`src/rtl/vga_tile_renderer_pkg.sv`:
```
`default_nettype none
// ============================================================================
// vga_pkg
// RGB332 colour constants and default 640x480@60 VGA timing.
// Rev 1.0 - initial release
// ============================================================================
package vga_pkg;

    typedef struct packed {
        logic [2:0] r;
        logic [2:0] g;
        logic [1:0] b;
    } rgb332_t;

    localparam rgb332_t BLACK = 8'h00;
    localparam rgb332_t WHITE = 8'hFF;
    localparam rgb332_t RED   = 8'hE0;
    localparam rgb332_t GREEN = 8'h1C;
    localparam rgb332_t FLOOR = 8'h25;

    localparam int DEF_H_ACTIVE = 640;
    localparam int DEF_H_FP     = 16;
    localparam int DEF_H_SYNC   = 96;
    localparam int DEF_H_BP     = 48;
    localparam int DEF_V_ACTIVE = 480;
    localparam int DEF_V_FP     = 10;
    localparam int DEF_V_SYNC   = 2;
    localparam int DEF_V_BP     = 33;

endpackage
`default_nettype wire

```
`src/rtl/vga_tile_renderer_timing.sv`:
```
`default_nettype none
// ============================================================================
// vga_timing
// Pixel-enable divider, h/v raster counters, raw sync/blank and frame_start.
// Rev 1.0 - initial release
// ============================================================================
module vga_timing
    import vga_pkg::*;
#(
    parameter int H_ACTIVE  = DEF_H_ACTIVE,
    parameter int H_FP      = DEF_H_FP,
    parameter int H_SYNC    = DEF_H_SYNC,
    parameter int H_BP      = DEF_H_BP,
    parameter int V_ACTIVE  = DEF_V_ACTIVE,
    parameter int V_FP      = DEF_V_FP,
    parameter int V_SYNC    = DEF_V_SYNC,
    parameter int V_BP      = DEF_V_BP,
    parameter int CLK_DIV   = 4,
    localparam int HW       = $clog2(H_ACTIVE + H_FP + H_SYNC + H_BP),
    localparam int VW       = $clog2(V_ACTIVE + V_FP + V_SYNC + V_BP)
) (
    input  logic          clk,
    input  logic          reset,
    output logic          o_pe,
    output logic [HW-1:0] o_h_cnt,
    output logic [VW-1:0] o_v_cnt,
    output logic          o_h_sync_act,
    output logic          o_v_sync_act,
    output logic          o_blank,
    output logic          o_frame_start
);

    localparam int H_TOTAL = H_ACTIVE + H_FP + H_SYNC + H_BP;
    localparam int V_TOTAL = V_ACTIVE + V_FP + V_SYNC + V_BP;
    localparam int DW      = (CLK_DIV > 1) ? $clog2(CLK_DIV) : 1;

    localparam logic [DW-1:0] c_DIV_MAX = DW'(CLK_DIV - 1);
    localparam logic [HW-1:0] c_H_MAX   = HW'(H_TOTAL - 1);
    localparam logic [HW-1:0] c_H_ACT   = HW'(H_ACTIVE);
    localparam logic [HW-1:0] c_HS_ON   = HW'(H_ACTIVE + H_FP);
    localparam logic [HW-1:0] c_HS_OFF  = HW'(H_ACTIVE + H_FP + H_SYNC);
    localparam logic [VW-1:0] c_V_MAX   = VW'(V_TOTAL - 1);
    localparam logic [VW-1:0] c_V_ACT   = VW'(V_ACTIVE);
    localparam logic [VW-1:0] c_VS_ON   = VW'(V_ACTIVE + V_FP);
    localparam logic [VW-1:0] c_VS_OFF  = VW'(V_ACTIVE + V_FP + V_SYNC);

    logic [DW-1:0] r_div;
    logic [HW-1:0] r_h;
    logic [VW-1:0] r_v;
    logic          w_pe;
    logic          w_h_wrap;

    assign w_pe     = (r_div == c_DIV_MAX);
    assign w_h_wrap = (r_h == c_H_MAX);

    always_ff @(posedge clk or negedge reset) begin
        if (!reset) begin
            r_div <= '0;
            r_h   <= '0;
            r_v   <= '0;
        end else begin
            r_div <= w_pe ? '0 : r_div + DW'(1);
            if (w_pe) begin
                r_h <= w_h_wrap ? '0 : r_h + HW'(1);
                if (w_h_wrap) begin
                    r_v <= (r_v == c_V_MAX) ? '0 : r_v + VW'(1);
                end
            end
        end
    end

    assign o_pe          = w_pe;
    assign o_h_cnt       = r_h;
    assign o_v_cnt       = r_v;
    assign o_h_sync_act  = (r_h >= c_HS_ON) && (r_h < c_HS_OFF);
    assign o_v_sync_act  = (r_v >= c_VS_ON) && (r_v < c_VS_OFF);
    assign o_blank       = (r_h >= c_H_ACT) || (r_v >= c_V_ACT);
    // First pixel period of the vertical blank; exactly one clk wide
    assign o_frame_start = w_pe && (r_h == '0) && (r_v == c_V_ACT);

endmodule
`default_nettype wire

```
`src/rtl/vga_tile_renderer.sv`:
```
`default_nettype none
// ============================================================================
// vga_tile_renderer
// VGA timing plus a two-stage tile-map renderer driving RGB332 pins.
// Optional macro PLAYER_BLINK_EN: blink the player tile every 32 frames.
// Rev 1.0 - initial release
// ============================================================================
module vga_tile_renderer
    import vga_pkg::*;
#(
    parameter int H_ACTIVE  = DEF_H_ACTIVE,
    parameter int H_FP      = DEF_H_FP,
    parameter int H_SYNC    = DEF_H_SYNC,
    parameter int H_BP      = DEF_H_BP,
    parameter int V_ACTIVE  = DEF_V_ACTIVE,
    parameter int V_FP      = DEF_V_FP,
    parameter int V_SYNC    = DEF_V_SYNC,
    parameter int V_BP      = DEF_V_BP,
    parameter int SYNC_POL  = 0,
    parameter int CLK_DIV   = 4,
    parameter int TILE_LOG2 = 4,
    parameter int GRID_W    = 16,
    parameter int GRID_H    = 16,
    parameter int GRID_X0   = 192,
    parameter int GRID_Y0   = 112,
    localparam int XW       = $clog2(GRID_W),
    localparam int YW       = $clog2(GRID_H)
) (
    input  logic             clk,
    input  logic             reset,
    input  logic [YW+XW-1:0] player_pos,
    input  logic [YW+XW-1:0] goal_pos,
    output logic [YW+XW-1:0] tile_addr,
    input  logic             tile_wall,
    output logic             frame_start,
    output logic             vga_h_sync,
    output logic             vga_v_sync,
    output logic [2:0]       vga_r,
    output logic [2:0]       vga_g,
    output logic [1:0]       vga_b
);

    localparam int AW = YW + XW;
    localparam int HW = $clog2(H_ACTIVE + H_FP + H_SYNC + H_BP);
    localparam int VW = $clog2(V_ACTIVE + V_FP + V_SYNC + V_BP);

    localparam logic [HW-1:0] c_GX0     = HW'(GRID_X0);
    localparam logic [HW-1:0] c_GX1     = HW'(GRID_X0 + (GRID_W << TILE_LOG2));
    localparam logic [VW-1:0] c_GY0     = VW'(GRID_Y0);
    localparam logic [VW-1:0] c_GY1     = VW'(GRID_Y0 + (GRID_H << TILE_LOG2));
    localparam logic          c_SYNC_ON = (SYNC_POL != 0);

    logic          w_pe;
    logic [HW-1:0] w_h;
    logic [VW-1:0] w_v;
    logic          w_hs_act;
    logic          w_vs_act;
    logic          w_blank;
    logic          w_frame_start;

    vga_timing #(
        .H_ACTIVE (H_ACTIVE),
        .H_FP     (H_FP),
        .H_SYNC   (H_SYNC),
        .H_BP     (H_BP),
        .V_ACTIVE (V_ACTIVE),
        .V_FP     (V_FP),
        .V_SYNC   (V_SYNC),
        .V_BP     (V_BP),
        .CLK_DIV  (CLK_DIV)
    ) u_timing (
        .clk           (clk),
        .reset         (reset),
        .o_pe          (w_pe),
        .o_h_cnt       (w_h),
        .o_v_cnt       (w_v),
        .o_h_sync_act  (w_hs_act),
        .o_v_sync_act  (w_vs_act),
        .o_blank       (w_blank),
        .o_frame_start (w_frame_start)
    );

    // ---- S1: grid hit test and tile address --------------------------------
    logic [HW-1:0] w_h_off;
    logic [VW-1:0] w_v_off;
    logic [XW-1:0] w_col;
    logic [YW-1:0] w_row;
    logic          w_in_grid;

    assign w_h_off   = w_h - c_GX0;
    assign w_v_off   = w_v - c_GY0;
    assign w_col     = XW'(w_h_off >> TILE_LOG2);
    assign w_row     = YW'(w_v_off >> TILE_LOG2);
    assign w_in_grid = (w_h >= c_GX0) && (w_h < c_GX1) &&
                       (w_v >= c_GY0) && (w_v < c_GY1);

    logic          r_s1_blank;
    logic          r_s1_hs_act;
    logic          r_s1_vs_act;
    logic          r_s1_in_grid;
    logic [AW-1:0] r_tile_addr;
    logic [AW-1:0] r_player;
    logic [AW-1:0] r_goal;

    always_ff @(posedge clk or negedge reset) begin
        if (!reset) begin
            r_s1_blank   <= 1'b0;
            r_s1_hs_act  <= 1'b0;
            r_s1_vs_act  <= 1'b0;
            r_s1_in_grid <= 1'b0;
            r_tile_addr  <= '0;
        end else if (w_pe) begin
            r_s1_blank   <= w_blank;
            r_s1_hs_act  <= w_hs_act;
            r_s1_vs_act  <= w_vs_act;
            r_s1_in_grid <= w_in_grid;
            if (w_in_grid) begin
                r_tile_addr <= {w_row, w_col};
            end
        end
    end

    // Positions are sampled only in vertical blank so a frame never tears
    always_ff @(posedge clk or negedge reset) begin
        if (!reset) begin
            r_player <= '0;
            r_goal   <= '0;
        end else if (w_frame_start) begin
            r_player <= player_pos;
            r_goal   <= goal_pos;
        end
    end

    logic w_player_vis;

`ifdef PLAYER_BLINK_EN
    logic [5:0] r_frame_cnt;

    always_ff @(posedge clk or negedge reset) begin
        if (!reset) begin
            r_frame_cnt <= '0;
        end else if (w_frame_start) begin
            r_frame_cnt <= r_frame_cnt + 6'd1;
        end
    end

    assign w_player_vis = ~r_frame_cnt[5];
`else
    assign w_player_vis = 1'b1;
`endif

    // ---- S2: colour select and pin registers -------------------------------
    rgb332_t w_colour;
    rgb332_t r_rgb;
    logic    r_h_sync;
    logic    r_v_sync;

    always_comb begin
        w_colour = BLACK;
        if (r_s1_blank || !r_s1_in_grid) begin
            w_colour = BLACK;
        end else if (w_player_vis && (r_tile_addr == r_player)) begin
            w_colour = RED;
        end else if (r_tile_addr == r_goal) begin
            w_colour = GREEN;
        end else if (tile_wall) begin
            w_colour = WHITE;
        end else begin
            w_colour = FLOOR;
        end
    end

    always_ff @(posedge clk or negedge reset) begin
        if (!reset) begin
            r_rgb    <= BLACK;
            r_h_sync <= ~c_SYNC_ON;
            r_v_sync <= ~c_SYNC_ON;
        end else if (w_pe) begin
            r_rgb    <= w_colour;
            r_h_sync <= r_s1_hs_act ? c_SYNC_ON : ~c_SYNC_ON;
            r_v_sync <= r_s1_vs_act ? c_SYNC_ON : ~c_SYNC_ON;
        end
    end

    assign tile_addr   = r_tile_addr;
    assign frame_start = w_frame_start;
    assign vga_h_sync  = r_h_sync;
    assign vga_v_sync  = r_v_sync;
    assign vga_r       = r_rgb.r;
    assign vga_g       = r_rgb.g;
    assign vga_b       = r_rgb.b;

endmodule
`default_nettype wire

```
`config.mk`:
```
export PLATFORM = sky130hd
export DESIGN_NAME = vga_tile_renderer
export DESIGN_NICKNAME = d
export VERILOG_FILES = /design/src/rtl/vga_tile_renderer_pkg.sv /design/src/rtl/vga_tile_renderer_timing.sv /design/src/rtl/vga_tile_renderer.sv
export SDC_FILE = /design/constraint.sdc
export NUM_CORES = 1
export LEC_CHECK = 0
export ABC_AREA = 1
export CORE_MARGIN = 1.5
export CORE_UTILIZATION = 30
export DETAILED_ROUTE_END_ITERATION = 7
export GPL_ROUTABILITY_DRIVEN = 0
export GPL_TIMING_DRIVEN = 0
export PLACE_DENSITY_LB_ADDON = 0.05
export SYNTH_ARGS = -nofsm -noshare
export SYNTH_HDL_FRONTEND = slang
export SYNTH_SLANG_ARGS = --single-unit
```
`constraint.sdc`:
```
create_clock -name clk -period 2.5 [get_ports clk]
set_input_delay 0.625 -clock clk [delete_from_list [all_inputs] [get_ports clk]]
set_output_delay 0.625 -clock clk [all_outputs]
set_load 0.005 [all_outputs]
```
==> results of run 1 <==
==> Yosys cell counts, drive strengths merged, types with 2 or more instances <==
| cell | count | share of area [%] |
|---|---|---|
| nand2 | 151 | 18 |
| inv | 60 | 7.0 |
| dfrtp | 56 | 44 |
| nand3 | 35 | 5.5 |
| nor2 | 29 | 3.5 |
| o21ai | 26 | 4.1 |
| ha | 12 | 4.7 |
| buf | 9 | 2.1 |
| nand4 | 8 | 1.6 |
| a21oi | 7 | 1.1 |
| nor3 | 7 | 1.4 |
| xor2 | 6 | 1.6 |
| xnor2 | 4 | 1.1 |
| clkbuf | 3 | 0.39 |
| dfstp | 2 | 1.6 |
| nor4 | 2 | 0.86 |
| o21bai | 2 | 0.47 |
==> metal layers <==
| metal | vias to the layer above | track usage [%] | part of all wire, % |
|---|---|---|---|
| met3 | 7 | 3.49 | 3.1 |
| met5 | - | 0 | 0 |
| met1 | 1256 | 20.5 | 51 |
| met4 | 0 | 5.33 | 1.0 |
| li1 | 1456 | - | - |
| met2 | 47 | 23.9 | 45 |
==> layout by cell type, fill, tap and decap left out, types with 3 or more instances in the layout <==
| cell type | instances |
|---|---|
| buf_4 | 23 |
| dfrtp_1 | 54 |
| nand2_1 | 148 |
| inv_2 | 6 |
| inv_1 | 53 |
| nor3_1 | 6 |
| clkbuf_1 | 3 |
| clkdlybuf4s50_1 | 35 |
| o21ai_0 | 26 |
| clkbuf_8 | 11 |
| nand3_1 | 35 |
| xor2_1 | 6 |
| ha_1 | 9 |
| nand4_1 | 8 |
| xnor2_1 | 4 |
| a21oi_1 | 7 |
| nor2_1 | 27 |
==> worst max-delay path: stages (launching register included) <==
cell and delay [ps]:
dfrtp_1 400, inv_1 110, ha_4 150, nand2_4 50
nor4_4 240, buf_4 190, nand2_8 60, inv_1 40
clkdlybuf4s15_1 190
==> report_power, final <==
group | switching (mW) | total, mW | internal, mW
combinational | 0.0245 | 0.0492 | 0.0247
sequential | 0 | 0.938 | 0.938
clock | 0.399 | 0.811 | 0.413
==> registers in the layout, summed over array words and instances, names as in the netlist, 2 cells and up <==
name / flops
vga_r: 2
r_goal: 8
vga_g: 2
r_player: 8
u_timing.o_v_cnt: 10
u_timing.o_h_cnt: 10
vga_b: 2
tile_addr: 8
u_timing.r_div: 2
==> final cells by class <==
type,instances,area [um^2]
Sequential cell,58,1460
Clock inverter,4,26.3
Buffer,11,73.8
Fill cell,1103,6280
Multi-Input combinational cell,295,1500
Clock buffer,12,155
Timing Repair Buffer,53,488
Inverter,60,228
Tap cell,136,170
==> what timing repair did <==
| item | 4_1_cts | 5_1_grt |
|---|---|---|
| endpoints found under the hold margin | 0 | 0 |
| pin swaps | 5 | 4 |
| setup buffers | 11 | 5 |
| gates resized for setup | 10 | 9 |
| endpoints found under the setup margin | 1 | 1 |
==> worst max path at each step <==
stage	from	end	slack [ps]
floorplan	u_timing.o_h_cnt[6]$_DFFE_PN0P_	frame_start	410
global placement	reset	u_timing.r_div[1]$_DFF_PN0_	-1300
detailed placement	u_timing.o_h_cnt[6]$_DFFE_PN0P_	frame_start	-380
CTS	u_timing.r_div[0]$_DFF_PN0_	frame_start	20
global route	u_timing.r_div[0]$_DFF_PN0_	frame_start	20
finish	u_timing.o_h_cnt[1]$_DFFE_PN0P_	frame_start	120
==> logic make-up (layout without fill, tap and decap cells) <==
family	count (synthesis)	in the layout	synth area share (%)
AOI/OAI and AO/OA	37	37	6.12
DFF	58	58	45.3
buffers and inverters	72	140	9.47
xor gates and xnor gates	10	10	2.73
adders and majority gates	12	12	4.68
and+or+nand+nor	236	236	31.7
==> flow_metrics.tcl, run 1 <==
set metrics [dict create \
    overflow 0 \
    post_dp_cell_area_mm2 0.00375 \
    post-route-min-period_ps 2380 \
    dp_cells 598 \
    antenna_left 0 \
    power_density_mw_per_mm2 439 \
    initial_utilization_pct 30.9 \
    num_rows 37 \
    final_nets 519 \
    ys_seq_area_share_pct 45.3 \
    p_leak_nw 2.05 \
    die_w_um 106 \
    worst_slew_pin_slew_ps 779 \
    ys_ff_latch 58 \
    tns_ps 0 \
    hold_viol 0 \
    dieHeight_um 106 \
    r2r_cells 9 \
    grt_max_degree 59 \
    rsz0062_at_grt "false" \
    design_area_mm2 0.00409 \
    yosys_warnings 0 \
    diodes 0 \
    vias_per_cell 4.40 \
    drc 0 \
    slew_headroom_pct 48.1 \
    drtPass1Iterations 4 \
    drtIter0Drc 121 \
    ir_worst_vdd_v 0.000227 \
    holdWs_ps 351 \
    place.port_buffers 37 \
    timing.fmax_ghz 0.421 \
    synth_cell_types 32 \
    place.detailed.hpwl_um 5530 \
    cts_made_buffers 9 \
    total_power_mw 1.80 \
    clockRootBuffer "clkbuf_8" \
    setup_viol_count_final 0 \
    postLayoutCoreUtil_pct 39.5 \
    maxSlewViolCount 0 \
    skew_ps 14.4 \
    cts_tree "yes" \
    avgSynthCellArea_um2 7.55 \
    end_kind "output pin" \
    status "finished clean" \
    rrSetupSlack_ps 440 \
    start_kind "flip-flop" \
    cts_max_path_buffers 2 \
    ios 38 \
    instances_no_fill 629 \
    synth-edff-count 0 \
    die_area_mm2 0.0113 \
    finalCritPeriodShare_pct 95.1 \
    htree_num_levels 3 \
    num_vias 2766 \
    cts.clk_slew.worst_paths_ps 80 \
    reg2reg_from "u_timing.o_v_cnt[4]$_DFFE_PN0P_" \
    final_layout_size_suffix_gt1_share_pct 12.8 \
    grt_first_pass_wirelength_um 13300 \
    reg2reg_to "tile_addr[5]$_DFFE_PN0P_" \
    dp_slack_ps -378 \
    worstSetupPathType "reg2out" \
    insertion_delay_ps 340 \
    track_usage_pct 15.2 \
    hold_buffers 0 \
    timing.final.ws_setup_ps 123 \
    synthArstFlopShare_pct 100 \
    critPathMaxFanout 3 \
    avgRoutedWirePerCell_um 12.4 \
    syn2layout_area_growth_pct 27.5 \
    worstPathArrival_ps 1750 \
    routed_wl_um 7820 \
    synth_nets 456 \
    synthCells 425 \
    clock-sinks 58 \
    synth-main-ff-cell "dfrtp_1" \
    hp-class "in2async" \
    required_ps 1880 \
    cap_violations 0 \
    syn_area_mm2 0.00321 \
    antenna_found_initial 0 \
    coreArea_mm2 0.0104 \
    grt_pass1_vias 2642 \
]
Note: power is estimated with default switching activity, not from simulation.
==> inputs of run 2 (changes only) <==
--- a/config.mk
+++ b/config.mk
@@ -6,7 +6,7 @@
 export NUM_CORES = 1
 export LEC_CHECK = 0
 export ABC_AREA = 1
-export CORE_MARGIN = 1.5
+export CORE_MARGIN = 2
 export CORE_UTILIZATION = 30
 export DETAILED_ROUTE_END_ITERATION = 7
 export GPL_ROUTABILITY_DRIVEN = 0
==> flow_metrics.tcl, run 2 (synthesis results as in run 1) <==
set metrics [dict create \
    status "finished clean" \
    mostFrequentLayoutCell "nand2_1" \
    grt_pass1_vias 2683 \
    die_w_um 107 \
    dieHeight_um 107 \
    seqCellArea_mm2 0.00146 \
    worstPathArrival_ps 1760 \
    slew_headroom_pct 49.4 \
    setup_viol_count_final 0 \
    finalCritPeriodShare_pct 95.5 \
    initial_utilization_pct 30.9 \
    clock-sinks 58 \
    htree_num_levels 3 \
    drc 0 \
    critPathMaxFanout 3 \
    critical_path.startpoint "u_timing.o_h_cnt[0]$_DFFE_PN0P_" \
    total_power_mw 1.72 \
    die_area_mm2 0.0115 \
    clockRootBuffer "clkbuf_8" \
    drtPass1Iterations 4 \
    multi_input_area_mm2 0.00147 \
    power.share.clock_pct 42.6 \
    skew_ps 13.9 \
    cts.clk_slew.worst_paths_ps 70 \
    switching_share_pct 23.9 \
    final_layout_size_suffix_gt1_share_pct 12.4 \
    n_fill_cell 1109 \
    power.share.combinational_pct 2.8 \
    insertion_delay_ps 340 \
    post-route-min-period_ps 2390 \
    worst_slew_pin_slew_ps 759 \
    grt_first_pass_wirelength_um 13300 \
    grt_max_degree 59 \
    cap_violations 0 \
    antenna_found_initial 0 \
    start_kind "flip-flop" \
    rrSetupSlack_ps 470 \
    worstSetupPathType "reg2out" \
    p_seq_share_pct 54.5 \
    p_leak_nw 2.04 \
    timing.fmax_ghz 0.419 \
    power_density_mw_per_mm2 425 \
    drtIter0Drc 130 \
    num_vias 2778 \
    vias_per_cell 4.42 \
    hp-class "in2async" \
    place.port_buffers 37 \
    rsz0062_at_grt "false" \
    coreArea_mm2 0.0104 \
    design_area_mm2 0.00405 \
    switchingPower_mw 0.412 \
    avgRoutedWirePerCell_um 12.3 \
    ir_worst_vdd_v 0.000201 \
    cts_made_buffers 9 \
    final_nets 519 \
    postLayoutCoreUtil_pct 39.0 \
    ios 38 \
    antenna_left 0 \
    required_ps 1880 \
    routed_wl_um 7740 \
    reg2reg_from "u_timing.o_v_cnt[4]$_DFFE_PN0P_" \
    place.detailed.hpwl_um 5450 \
    hold_viol 0 \
    power.internal_mw 1.31 \
    post_dp_cell_area_mm2 0.00375 \
    cpPeakStageDelay_ps 390 \
    maxSlewViolCount 0 \
    track_usage_pct 14.9 \
    r2r_cells 9 \
    end_kind "output pin" \
    syn2layout_area_growth_pct 26.1 \
    cts_tree "yes" \
    cts_max_path_buffers 2 \
    worstPathCellList "inv_2, ha_1, nand2_2, nor4_4, buf_6, nand2_8, inv_1, dlygate4sd2_1" \
    num_rows 37 \
    overflow 0 \
    diodes 0 \
    reg2reg_to "tile_addr[5]$_DFFE_PN0P_" \
    layout_common_cells "nand2_1, dfrtp_1, inv_1" \
    cp_slowest_cell "dfrtp_1" \
]
[run 2: worst max-delay path, delay by kind of cell (launching register included)]
family,cells,cell delay (ps)
simple gates,3,390
flops,1,390
fa+ha+maj,1,160
buf+inv,4,490
[run 2: layout make-up]
cell class | instances | share of cell area [%]
sequential | 58 | 36.0
buffer | 11 | 1.92
tap | 136 | 4.20
clock buffer | 9 | 3.06
clock inverter | 6 | 0.866
timing repair buffer | 53 | 12.2
inverter | 60 | 5.56
multi-input combinational | 295 | 36.2
[run 2: worst max path at each step]
| stage | depth (start not counted) | slack [ps] | endpoint |
|---|---|---|---|
| 2_1_floorplan | 7 | 410 | frame_start |
| 3_3_place_gp | 1 | -1300 | u_timing.r_div[1]$_DFF_PN0_ |
| 3_5_place_dp | 8 | -380 | frame_start |
| 4_1_cts | 8 | 30 | frame_start |
| 5_1_grt | 8 | 1 | frame_start |
| 6_report | 8 | 110 | frame_start |
[run 2: metrics by stage]
step / std cells / setup slack, ps / TNS [ps] / hold WS, ps
2_1_floorplan: 425 / 413 / 0 / 329
3_3_place_gp: 598 / -1300 / -74010 / 414
3_5_place_dp: 598 / -380 / -380 / 419
4_1_cts: 622 / 30.2 / 0 / 378
5_1_grt: 628 / 1.16 / 0 / 403
6_report: 628 / 114 / 0 / 343
[run 2: power by group through the flow]
stage	registers [mW]	logic [mW]	clock network (mW)
after floorplan	0.956	0.00157	0
after global placement	0.956	0.0526	0
after detailed placement	0.956	0.0514	0
after CTS	0.938	0.0515	0.778
after global routing	0.938	0.0553	0.818
final	0.938	0.0486	0.734
[run 2: what timing repair did]
| action | CTS | global route |
|---|---|---|
| gates resized for setup | 9 | 6 |
| gates cloned | 0 | 0 |
| pin swaps | 4 | 1 |
| hold buffers | 0 | 0 |
| endpoints found under the setup margin | 1 | 1 |
| hold endpoints to repair | 0 | 0 |
| buffers inserted | 10 | 6 |
[run 2: per-layer routing]
metal | wire, um | share of wire, % | GRT usage (%) | up-vias
li1 | - | - | - | 1459
met1 | 3820 | 49 | 19.5 | 1266
met2 | 3510 | 45 | 24.3 | 44
met3 | 316 | 4.1 | 3.45 | 9
met4 | 97 | 1.3 | 4.95 | 0
met5 | 0 | 0 | 0 | -
